--- src/rtl/three_op_pkg.sv ---
// Shared types for the three-operand sequencer: opcode and FSM state enums,
// result bundle and the add/subtract combiner used by the ALU.
package three_op_pkg;

  localparam int DW = 8;
  localparam int XW = 10;

  typedef enum logic [1:0] {
    OP_SUB_SUB = 2'b00,
    OP_SUB_ADD = 2'b01,
    OP_ADD_SUB = 2'b10,
    OP_ADD_ADD = 2'b11
  } op_e;

  typedef enum logic [2:0] {
    CAP_A,
    CAP_B,
    CAP_C,
    EXEC,
    HOLD
  } state_e;

  // Opcode bit 1 selects the sign of B, bit 0 the sign of C.
  function automatic logic [XW-1:0] combine(input op_e op, input logic [XW-1:0] a,
                                            input logic [XW-1:0] b, input logic [XW-1:0] c);
    logic [XW-1:0] ab;
    ab = (op == OP_ADD_SUB || op == OP_ADD_ADD) ? a + b : a - b;
    return (op == OP_SUB_ADD || op == OP_ADD_ADD) ? ab + c : ab - c;
  endfunction

endpackage

--- src/rtl/three_op_alu.sv ---
// Combinational A (+/-) B (+/-) C in 10-bit arithmetic; zero latency, no handshake.
// Signed overflow output exists only when OVF_FLAG_EN is defined.
module three_op_alu
  import three_op_pkg::*;
(
  input  logic [DW-1:0] a_i,
  input  logic [DW-1:0] b_i,
  input  logic [DW-1:0] c_i,
  input  op_e           op_i,
  output logic [DW-1:0] r_o,
  output logic          wrap_o
`ifdef OVF_FLAG_EN
  , output logic        ovf_o
`endif
);

  logic [XW-1:0] xu;

  assign xu     = combine(op_i, {2'b00, a_i}, {2'b00, b_i}, {2'b00, c_i});
  assign r_o    = xu[DW-1:0];
  // Exact range is -510..765; anything outside 0..255 sets at least one of the top two bits.
  assign wrap_o = |xu[XW-1:DW];

`ifdef OVF_FLAG_EN
  logic signed [XW-1:0] xs;

  assign xs    = combine(op_i, {{2{a_i[DW-1]}}, a_i}, {{2{b_i[DW-1]}}, b_i},
                         {{2{c_i[DW-1]}}, c_i});
  assign ovf_o = (xs > 10'sd127) || (xs < -10'sd128);
`endif

endmodule

--- src/rtl/three_op_sequencer.sv ---
// Collects A, B, C beats, then presents one result; out_valid rises two edges after the C beat.
// in_ready is low while a result is computed or held; result held until out_ready (OVF_FLAG_EN adds out_ovf).
module three_op_sequencer
  import three_op_pkg::*;
(
  input  logic          clk,
  input  logic          rst_n,
  input  logic          clr,
  input  logic          in_valid,
  output logic          in_ready,
  input  logic [DW-1:0] in_data,
  input  logic [1:0]    in_op,
  output logic          out_valid,
  input  logic          out_ready,
  output logic [DW-1:0] out_r,
  output logic          out_wrap
`ifdef OVF_FLAG_EN
  , output logic        out_ovf
`endif
);

  state_e        state_q, state_d;
  logic [DW-1:0] a_q, a_d, b_q, b_d, c_q, c_d;
  op_e           op_q, op_d;
  logic          out_valid_q, out_valid_d;
  logic [DW-1:0] out_r_q, out_r_d;
  logic          out_wrap_q, out_wrap_d;
  logic [DW-1:0] alu_r;
  logic          alu_wrap;
  logic          beat;

`ifdef OVF_FLAG_EN
  logic          out_ovf_q, out_ovf_d;
  logic          alu_ovf;
`endif

  three_op_alu u_alu (
    .a_i    (a_q),
    .b_i    (b_q),
    .c_i    (c_q),
    .op_i   (op_q),
    .r_o    (alu_r),
    .wrap_o (alu_wrap)
`ifdef OVF_FLAG_EN
    , .ovf_o (alu_ovf)
`endif
  );

  assign in_ready = (state_q == CAP_A) || (state_q == CAP_B) || (state_q == CAP_C);
  assign beat     = in_valid && in_ready;

  always_comb begin
    state_d     = state_q;
    a_d         = a_q;
    b_d         = b_q;
    c_d         = c_q;
    op_d        = op_q;
    out_valid_d = out_valid_q;
    out_r_d     = out_r_q;
    out_wrap_d  = out_wrap_q;
`ifdef OVF_FLAG_EN
    out_ovf_d   = out_ovf_q;
`endif
    unique case (state_q)
      CAP_A: if (beat) begin
        a_d     = in_data;
        op_d    = op_e'(in_op);
        state_d = CAP_B;
      end
      CAP_B: if (beat) begin
        b_d     = in_data;
        state_d = CAP_C;
      end
      CAP_C: if (beat) begin
        c_d     = in_data;
        state_d = EXEC;
      end
      EXEC: begin
        out_r_d    = alu_r;
        out_wrap_d = alu_wrap;
`ifdef OVF_FLAG_EN
        out_ovf_d  = alu_ovf;
`endif
        state_d    = HOLD;
      end
      // out_valid is a flop fed from HOLD, so it rises one cycle after the result settles.
      HOLD: begin
        out_valid_d = 1'b1;
        if (out_valid_q && out_ready) begin
          out_valid_d = 1'b0;
          state_d     = CAP_A;
        end
      end
      default: state_d = CAP_A;
    endcase
    if (clr) begin
      state_d     = CAP_A;
      out_valid_d = 1'b0;
    end
  end

  always_ff @(posedge clk or negedge rst_n) begin
    if (!rst_n) begin
      state_q     <= CAP_A;
      a_q         <= '0;
      b_q         <= '0;
      c_q         <= '0;
      op_q        <= OP_SUB_SUB;
      out_valid_q <= 1'b0;
      out_r_q     <= '0;
      out_wrap_q  <= 1'b0;
`ifdef OVF_FLAG_EN
      out_ovf_q   <= 1'b0;
`endif
    end else begin
      state_q     <= state_d;
      a_q         <= a_d;
      b_q         <= b_d;
      c_q         <= c_d;
      op_q        <= op_d;
      out_valid_q <= out_valid_d;
      out_r_q     <= out_r_d;
      out_wrap_q  <= out_wrap_d;
`ifdef OVF_FLAG_EN
      out_ovf_q   <= out_ovf_d;
`endif
    end
  end

  assign out_valid = out_valid_q;
  assign out_r     = out_r_q;
  assign out_wrap  = out_wrap_q;
`ifdef OVF_FLAG_EN
  assign out_ovf   = out_ovf_q;
`endif

endmodule

--- config.mk ---
export PLATFORM = sky130hd
export DESIGN_NAME = three_op_sequencer
export DESIGN_NICKNAME = d
export VERILOG_FILES = /design/src/rtl/three_op_pkg.sv /design/src/rtl/three_op_alu.sv /design/src/rtl/three_op_sequencer.sv
export SDC_FILE = /design/constraint.sdc
export NUM_CORES = 1
export LEC_CHECK = 0
export ABC_AREA = 1
export ABC_CLOCK_PERIOD_IN_PS = 7600
export BUFFER_PORTS_ARGS = -buffer_cell sky130_fd_sc_hd__buf_2
export CORE_ASPECT_RATIO = 1.1
export CORE_MARGIN = 3
export CORE_UTILIZATION = 38
export DETAILED_ROUTE_END_ITERATION = 12
export HOLD_SLACK_MARGIN = 0.08
export PLACE_DENSITY = 0.61
export SLEW_MARGIN = 20
export SYNTH_ARGS = -nofsm -noshare
export SYNTH_HDL_FRONTEND = slang
export SYNTH_SLANG_ARGS = --single-unit
--- constraint.sdc ---
create_clock -name clk -period 7.6 [get_ports clk]
set_input_delay 1.52 -clock clk [delete_from_list [all_inputs] [get_ports clk]]
set_output_delay 1.52 -clock clk [all_outputs]
set_load 0.1 [all_outputs]
Yosys cells after proc, flatten, opt, wreduce, memory -nomap -nowiden

Index checks and enable logic that the tools add are counted.
W data, S select, Z words.

Add/sub/neg operators: 4
Reduce and logical (&&, ||, !) cells: 13
Equality and inequality tests: 11
Mux-type cells: 11

Operators with widths:

| operator             | number |
|---|---|
| $mux W10             | 2 |
| $mux W3              | 5 |
| $pmux W3 S5          | 1 |
| $ne A3 B3 Y1 const B | 4 |
| $add A10 B8 Y10      | 1 |
| $sub A10 B8 Y10      | 1 |
| $add A8 B8 Y9        | 1 |
| $sub A8 B8 Y9        | 1 |
| $eq A3 B2 Y1 const B | 2 |
| $reduce_and A2 Y1    | 3 |
| $eq A2 B2 Y1 const B | 2 |
| $logic_or A1 B1 Y1   | 4 |
| $reduce_and A4 Y1    | 1 |
| $eq A3 B1 Y1 const B | 1 |
| $eq A3 B3 Y1 const B | 1 |
| $logic_not A3 Y1     | 1 |
| $mux W1              | 3 |
| $eq A2 B1 Y1 const B | 1 |
| $logic_and A1 B1 Y1  | 2 |
| $reduce_bool A2 Y1   | 1 |
| $reduce_or A2 Y1     | 1 |

Output and inout port bits: 11
Flip-flop bits (word level): 39

Longest topological paths before layout

Gate-level depths: netlist of run 1.

Depth in word-level cells: 7
Gate-level depth with buffers: 23
Mapped depth without buffers: 22

Cells and area by module

Synthesis of run 1 repeated with hierarchy kept, for this count alone.

Cell total of the unflattened synthesis: 385
Area total of the unflattened synthesis: 2,965.3 µm²

Modules (own cells, without submodules):

| module             | times used | area each (µm²) | cells each | sequential area each (µm²) |
|---|---|---|---|---|
| three_op_sequencer | 1          | 1,594.0         | 141        | 975.9 |
| three_op_alu       | 1          | 1,371.3         | 244        | 0.0 |

Worst setup path after synthesis of run 1

No wires, ideal clock.

Kind: reg2out
Start point: register state_q[1]
End point: output port in_ready
Path slack: 4.149 ns
Required time: 6.080 ns
Arrival time: 1.931 ns
Path buffers: 0
Cell stages (with the launch flop): 2
Cells stage by stage: dfrtp_1 -> a21oi_1

Longest elaborated chain between the ends: 3

RTL lines:

| element                                          | line                      | source |
|---|---|---|
| from (decl)                                      | three_op_sequencer.sv:22  | `state_e state_q, state_d;` |
| from (signal assigned)                           | three_op_sequencer.sv:116 | `state_q <= state_d;` |
| $eq A3 B1 Y1 or $logic_not A3 Y1 (tied branches) | three_op_sequencer.sv:49  | `assign in_ready = (state_q == CAP_A) \|\| (state_q == CAP_B) \|\| (state_q == CAP_C);` |
| $logic_or A1 B1 Y1                               | three_op_sequencer.sv:49  |  |
| $logic_or A1 B1 Y1 (*)                           | three_op_sequencer.sv:49  |  |
| to (decl)                                        | three_op_sequencer.sv:10  | `output logic in_ready,` |

Every way passes the cells marked *; elsewhere a longest branch is shown, timed or not.

Worst setup path in the final report of run 1

Same ends and word-level chain as after synthesis.

==> results.py, run 1 <==
metrics = {
    "die": {
        "io_pins": 26,
        "die_h_um": 98.7,
        "fp-row-count": 33,
        "fp.dieW_um": 90.3,
        "initial_core_util_pct": 39.5,
        "core-area_um2": 7510,
        "dieArea_um2": 8910,
    },
    "logic_synthesis": {
        "syn_inst": 412,
        "syn_area_per_cell_um2": 7.20,
        "yosysSeqAreaShare_pct": 32.9,
        "synth_top_area_cell": "dfrtp_1",
        "syn-cell-area_um2": 2970,
        "synth-seq-cells": 39,
        "synth.distinct_cells": 26,
        "synthesis.nets": 456,
        "yosysTopAreaCellShare_pct": 32.9,
        "yosysWarnings": 0,
        "synth_area_leaders": "dfrtp_1, nand2_1, ha_1",
    },
    "clock_network": {
        "cts_buffers": 5,
        "cts_setup_buffers": 0,
        "clock-root-buffer": "clkbuf_8",
        "clk-insertion-delay-late_ns": 0.29,
        "clkTransAtPathRegs_ns": 0.07,
        "tritoncts": "built",
        "cts_buffer_depth": 2,
        "cts.sinks": 39,
        "ctsResizeCount": 0,
        "cts_hold_buffers": 0,
        "cts.htree.levels": 2,
    },
    "route": {
        "route.detailed.drc": 0,
        "wl_per_cell_um": 11.2,
        "via_per_inst": 4.65,
        "dr_total_vias": 2515,
        "drt_iter0_drc": 68,
        "wirelength_um": 6080,
        "drt_pre_antenna_iters": 4,
        "antenna_left": 0,
    },
    "global_routing": {
        "antenna_found_initial": 0,
        "track_usage_pct": 14.8,
        "grt_overflow": 0,
        "first_global_vias": 2481,
        "grt_first_pass_wirelength_um": 10900,
        "grt_max_degree": 40,
    },
    "finish": {
        "area_growth_syn_to_layout_pct": 9.95,
        "multi_input_area_um2": 1660,
        "drive_above_1_share_pct": 11.0,
        "layout.nets": 480,
        "layout_common_cells": "nand2_1, inv_1, dfrtp_1, o21ai_0, ha_1",
        "antenna_cells": 0,
        "final_common_cell": "nand2_1",
        "fin_cells": 541,
        "seqCellArea_um2": 976,
        "final_util_pct": 43.4,
        "fillers": 836,
    },
    "run_status": {
        "outcome": "complete, no violations",
    },
    "timing": {
        "layout_worst_path_cycle_share_pct": 38.6,
        "fin_skew_ns": 0.00644,
        "finalSetupTns_ns": 0,
        "max_freq_mhz": 341,
        "final-hold-violation-count": 0,
        "slew_headroom_pct": 43.8,
        "fin_ws_ns": 4.66,
        "tightest_slew_ns": 0.843,
        "setup_violations": 0,
        "rsz0062_at_grt": "false",
        "slew_viol_final": 0,
        "fin_crit_ns": 2.94,
    },
    "worst_setup_path": {
        "start_kind": "flop",
        "crit_family": "buffers and inverters",
        "critPathMaxFanout": 3,
        "path_cells": "a21oi_1, buf_2",
        "cp-end-kind": "output port",
        "required_ns": 6.08,
        "crit_buf_inv": 1,
        "max_stage_delay_ns": 0.48,
        "cp.arrival_ns": 1.42,
        "crit_slowest_cell": "buf_2",
        "critPathKind": "reg -> out",
    },
    "placed_design": {
        "place_ws_ns": 4.78,
        "globalplace.congestion": 0.837,
        "dp_hpwl_um": 4900,
        "port_buffers": 25,
        "dp.cells": 534,
    },
    "job": {
        "maxCapViolCount": 0,
    },
    "hold_path": {
        "hp-class": "reg -> reg",
    },
}
## through the flow
step,area [µm²],hold slack [ns]
floorplan,2970,0.455
global placement,3160,0.458
detailed placement,3160,0.462
CTS,3260,0.484
global route,3260,0.514
finish,3260,0.477
## registers in the layout, summed over array words and instances, names as in the netlist
signal and count:
a_q 8, b_q 8, c_q 8, op_q 2, out_r 8, out_valid 1, out_wrap 1, state_q 3
## cell families (layout without fill, tap and decap cells)
group           count (synthesis)  after routing  share of synthesized area [%]
buf+inv                        79            103                           11.1
xor+xnor                       16             16                           4.72
fa+ha+maj                      29             29                           13.0
compound gates                 72             72                           14.0
flops                          39             39                           32.9
simple gates                  177            177                           24.3
## synth_stat cells
cell type	instances
nand2_1	121
inv_1	71
dfrtp_1	39
o21ai_0	33
ha_1	26
nor2_1	24
a21oi_1	21
nand3_1	21
xor2_1	13
o21ai_2	9
buf_6	4
nand2_2	4
buf_2	3
fa_1	3
nand4_1	3
o21bai_1	3
xnor2_1	3
a31oi_1	2
nor2_2	2
a221oi_1	1
clkbuf_1	1
nor3_2	1
o2111ai_1	1
o21ai_1	1
o31ai_1	1
or2_2	1
## tightest hold or removal path, delay by kind of cell (launching register included)
family             cells  cell delay [ns]
DFF                    1             0.34
AOI/OAI and AO/OA      1             0.05
and+or+nand+nor        1             0.05
## cell type report
| type | instances | share of cell area (%) |
|---|---|---|
| tap | 105 | 4.03 |
| sequential | 39 | 29.9 |
| timing repair buffer | 25 | 3.83 |
| clock inverter | 1 | 0.920 |
| multi-input combinational | 294 | 50.9 |
| inverter | 71 | 8.17 |
| clock buffer | 6 | 2.22 |
## layer usage
layer  share of wire, %  global-route usage (%)  vias up  routed length, µm
met5                  0                       0        -                  0
met4                2.1                    5.42        0                125
met3                2.7                    2.52       11                165
met2                 49                    26.7       36               3000
met1                 46                    17.7     1121               2790
li1                   -                       -     1347                  -
## path summary, 6_finish.rpt
| kind | start | slack (ns) | depth (start not counted) | to |
|---|---|---|---|---|
| setup / recovery | state_q[1] | 4.66 | 2 | in_ready |
| hold / removal | out_r[4] | 0.48 | 2 | out_r[4] |
| setup reg to reg | a_q[0] | 4.77 | 19 | out_wrap |
| hold reg to reg | out_r[4] | 0.48 | 2 | out_r[4] |
| max in group asynchronous | rst_n | 5.73 | 1 | b_q[7] |
| min in group asynchronous | rst_n | 1.33 | 1 | out_valid |
Power of run 1 is left out: the tool's default activity adds up to more than one toggle a clock period on the data nets, which glitch-free logic cannot reach.
==> run 2, diff against run 1 <==
Settings changed: ABC_CLOCK_PERIOD_IN_PS 7600 to 2900.
Clock period 7.6 ns to 2.9 ns, I/O delays scaled along.
==> run 2 against run 1 <==
Against the previous run: hold slack worse by 0.092 ns; critical path type is now reg -> reg; clock skew is 0.0017 ns lower; sequential cell count stayed put; first-iteration DRC count is 10% higher; non-clock buffer count is 2 higher; via count is 1.2% higher; die area stayed put; worst setup slack worse by 4.5 ns; register-to-register slack worse by 4.6 ns; sequential share of layout area is 0.69 points lower; critical path depth is 17 higher.
==> results.py, run 2 (synthesis results as in run 1) <==
metrics = {
    "finish": {
        "layout.nets": 482,
        "layout_common_cells": "nand2_1, inv_1, dfrtp_1, o21ai_0, buf_2",
        "final_common_cell": "nand2_1",
        "drive_above_1_share_pct": 15.8,
        "area_growth_syn_to_layout_pct": 12.6,
        "finalInstanceArea_um2": 3340,
        "antenna_cells": 0,
    },
    "worst_setup_path": {
        "cp.arrival_ns": 2.97,
        "crit_slowest_cell": "dfrtp_1",
        "path_cells": "inv_1, ha_2, inv_2, fa_2, inv_2, nor2_2, nor2_2, o21ai_1, o21ai_1, xor2_1, ha_2, nand2_2, inv_1, a21oi_1, a21oi_1, nor2_2, nand3_1, nand2_1, inv_1",
        "crit_start": "a_q[0]",
        "max_stage_delay_ns": 0.40,
        "start_kind": "flop",
        "critPathMaxFanout": 5,
        "required_ns": 3.09,
        "regToRegStartpoint": "a_q[0]",
        "critPathKind": "reg -> reg",
        "cp-end-kind": "flop",
    },
    "run_status": {
        "outcome": "complete, no violations",
    },
    "die": {
        "initial_core_util_pct": 39.5,
        "fp.dieW_um": 90.3,
        "dieArea_um2": 8910,
        "die_h_um": 98.7,
        "io_pins": 26,
        "core-area_um2": 7510,
        "fp-row-count": 33,
    },
    "hold_path": {
        "hp-class": "in -> async",
    },
    "clock_network": {
        "tritoncts": "built",
        "cts_hold_buffers": 0,
        "clock-root-buffer": "clkbuf_8",
        "clkTransAtPathRegs_ns": 0.08,
        "cts_buffers": 5,
        "cts.htree.levels": 2,
        "cts_buffer_depth": 2,
        "clk-insertion-delay-late_ns": 0.29,
        "cts.sinks": 39,
    },
    "route": {
        "antenna_left": 0,
        "drt_pre_antenna_iters": 4,
        "route.detailed.drc": 0,
        "dr_total_vias": 2544,
        "via_per_inst": 4.69,
        "drt_iter0_drc": 75,
        "wirelength_um": 6300,
        "wl_per_cell_um": 11.6,
    },
    "timing": {
        "rsz0062_at_grt": "true",
        "slew_viol_final": 0,
        "tightest_slew_ns": 0.843,
        "fin_skew_ns": 0.00470,
        "setup_violations": 0,
        "max_freq_mhz": 360,
        "fin_crit_ns": 2.78,
        "layout_worst_path_cycle_share_pct": 95.7,
        "slew_headroom_pct": 43.8,
        "final-hold-violation-count": 0,
        "finalSetupTns_ns": 0,
    },
    "global_routing": {
        "grt_max_degree": 40,
        "track_usage_pct": 14.7,
        "grt_first_pass_wirelength_um": 10900,
        "antenna_found_initial": 0,
        "grt_overflow": 0,
        "first_global_vias": 2517,
    },
    "placed_design": {
        "globalplace.congestion": 0.837,
        "port_buffers": 25,
        "placed_cell_area_um2": 3160,
        "dp_hpwl_um": 4920,
    },
    "job": {
        "maxCapViolCount": 0,
    },
}
==> run 2: cell count changes in the layout (fill, tap and decap cells not counted), sizes merged <==
| cell | previous run | this run |
|---|---|---|
| buf | 25 | 27 |
==> run 2: worst max-delay path, delay by kind of cell (launching register included) <==
family / cells / cell delay, ns
xor gates and xnor gates: 1 / 0.18
adders and majority gates: 3 / 0.87
buffers and inverters: 5 / 0.24
and+or+nand+nor: 6 / 0.47
DFF: 1 / 0.40
AOI/OAI and AO/OA: 4 / 0.50
==> run 2: worst paths after layout <==
kind / end / slack [ns] / depth (start not counted)
worst max-delay path: out_wrap / 0.12 / 19
worst max register to register: out_wrap / 0.12 / 19
worst min-delay path: out_valid / 0.38 / 1
min in group clk: out_r[6] / 0.48 / 2
max in group asynchronous: b_q[7] / 1.98 / 1
worst min register to register: out_r[6] / 0.48 / 2
==> run 2: area by class of cell <==
| class | count | area (µm²) |
|---|---|---|
| fill | 835 | 4170 |
| multi-input combinational | 294 | 1720 |
| sequential | 39 | 976 |
| inverter | 71 | 267 |
| timing repair buffer | 27 | 140 |
| tap | 105 | 131 |
| clock buffer | 6 | 72.6 |
| clock inverter | 1 | 30.0 |
==> run 2: repair_timing <==
action / 4_1_cts / 5_1_grt
gates resized for setup: 0 / 23
setup buffers: 0 / 2
endpoints found under the setup margin: 0 / 5
==> run 2: per-layer routing <==
| layer | part of all wire (%) | global-route usage [%] | up-vias |
|---|---|---|---|
| met3 | 2.6 | 2.60 | 9 |
| met4 | 1.6 | 3.65 | 0 |
| met2 | 50 | 27.5 | 29 |
| met5 | 0 | 0 | - |
| met1 | 46 | 17.4 | 1162 |
| li1 | - | - | 1344 |
==> run 2: stage by stage <==
step                      hold WS [ns]  setup slack [ns]  std cells  util (%)
after detailed placement         0.462            0.0803        534      42.1
after global placement           0.458             0.133        534      42.1
final                            0.385             0.123        543      44.5
after CTS                        0.443            0.0661        541      43.4
after floorplan                  0.284             0.357        412         -
after global routing             0.485            -0.157        543      44.5
Power of run 2 is left out for the same reason.
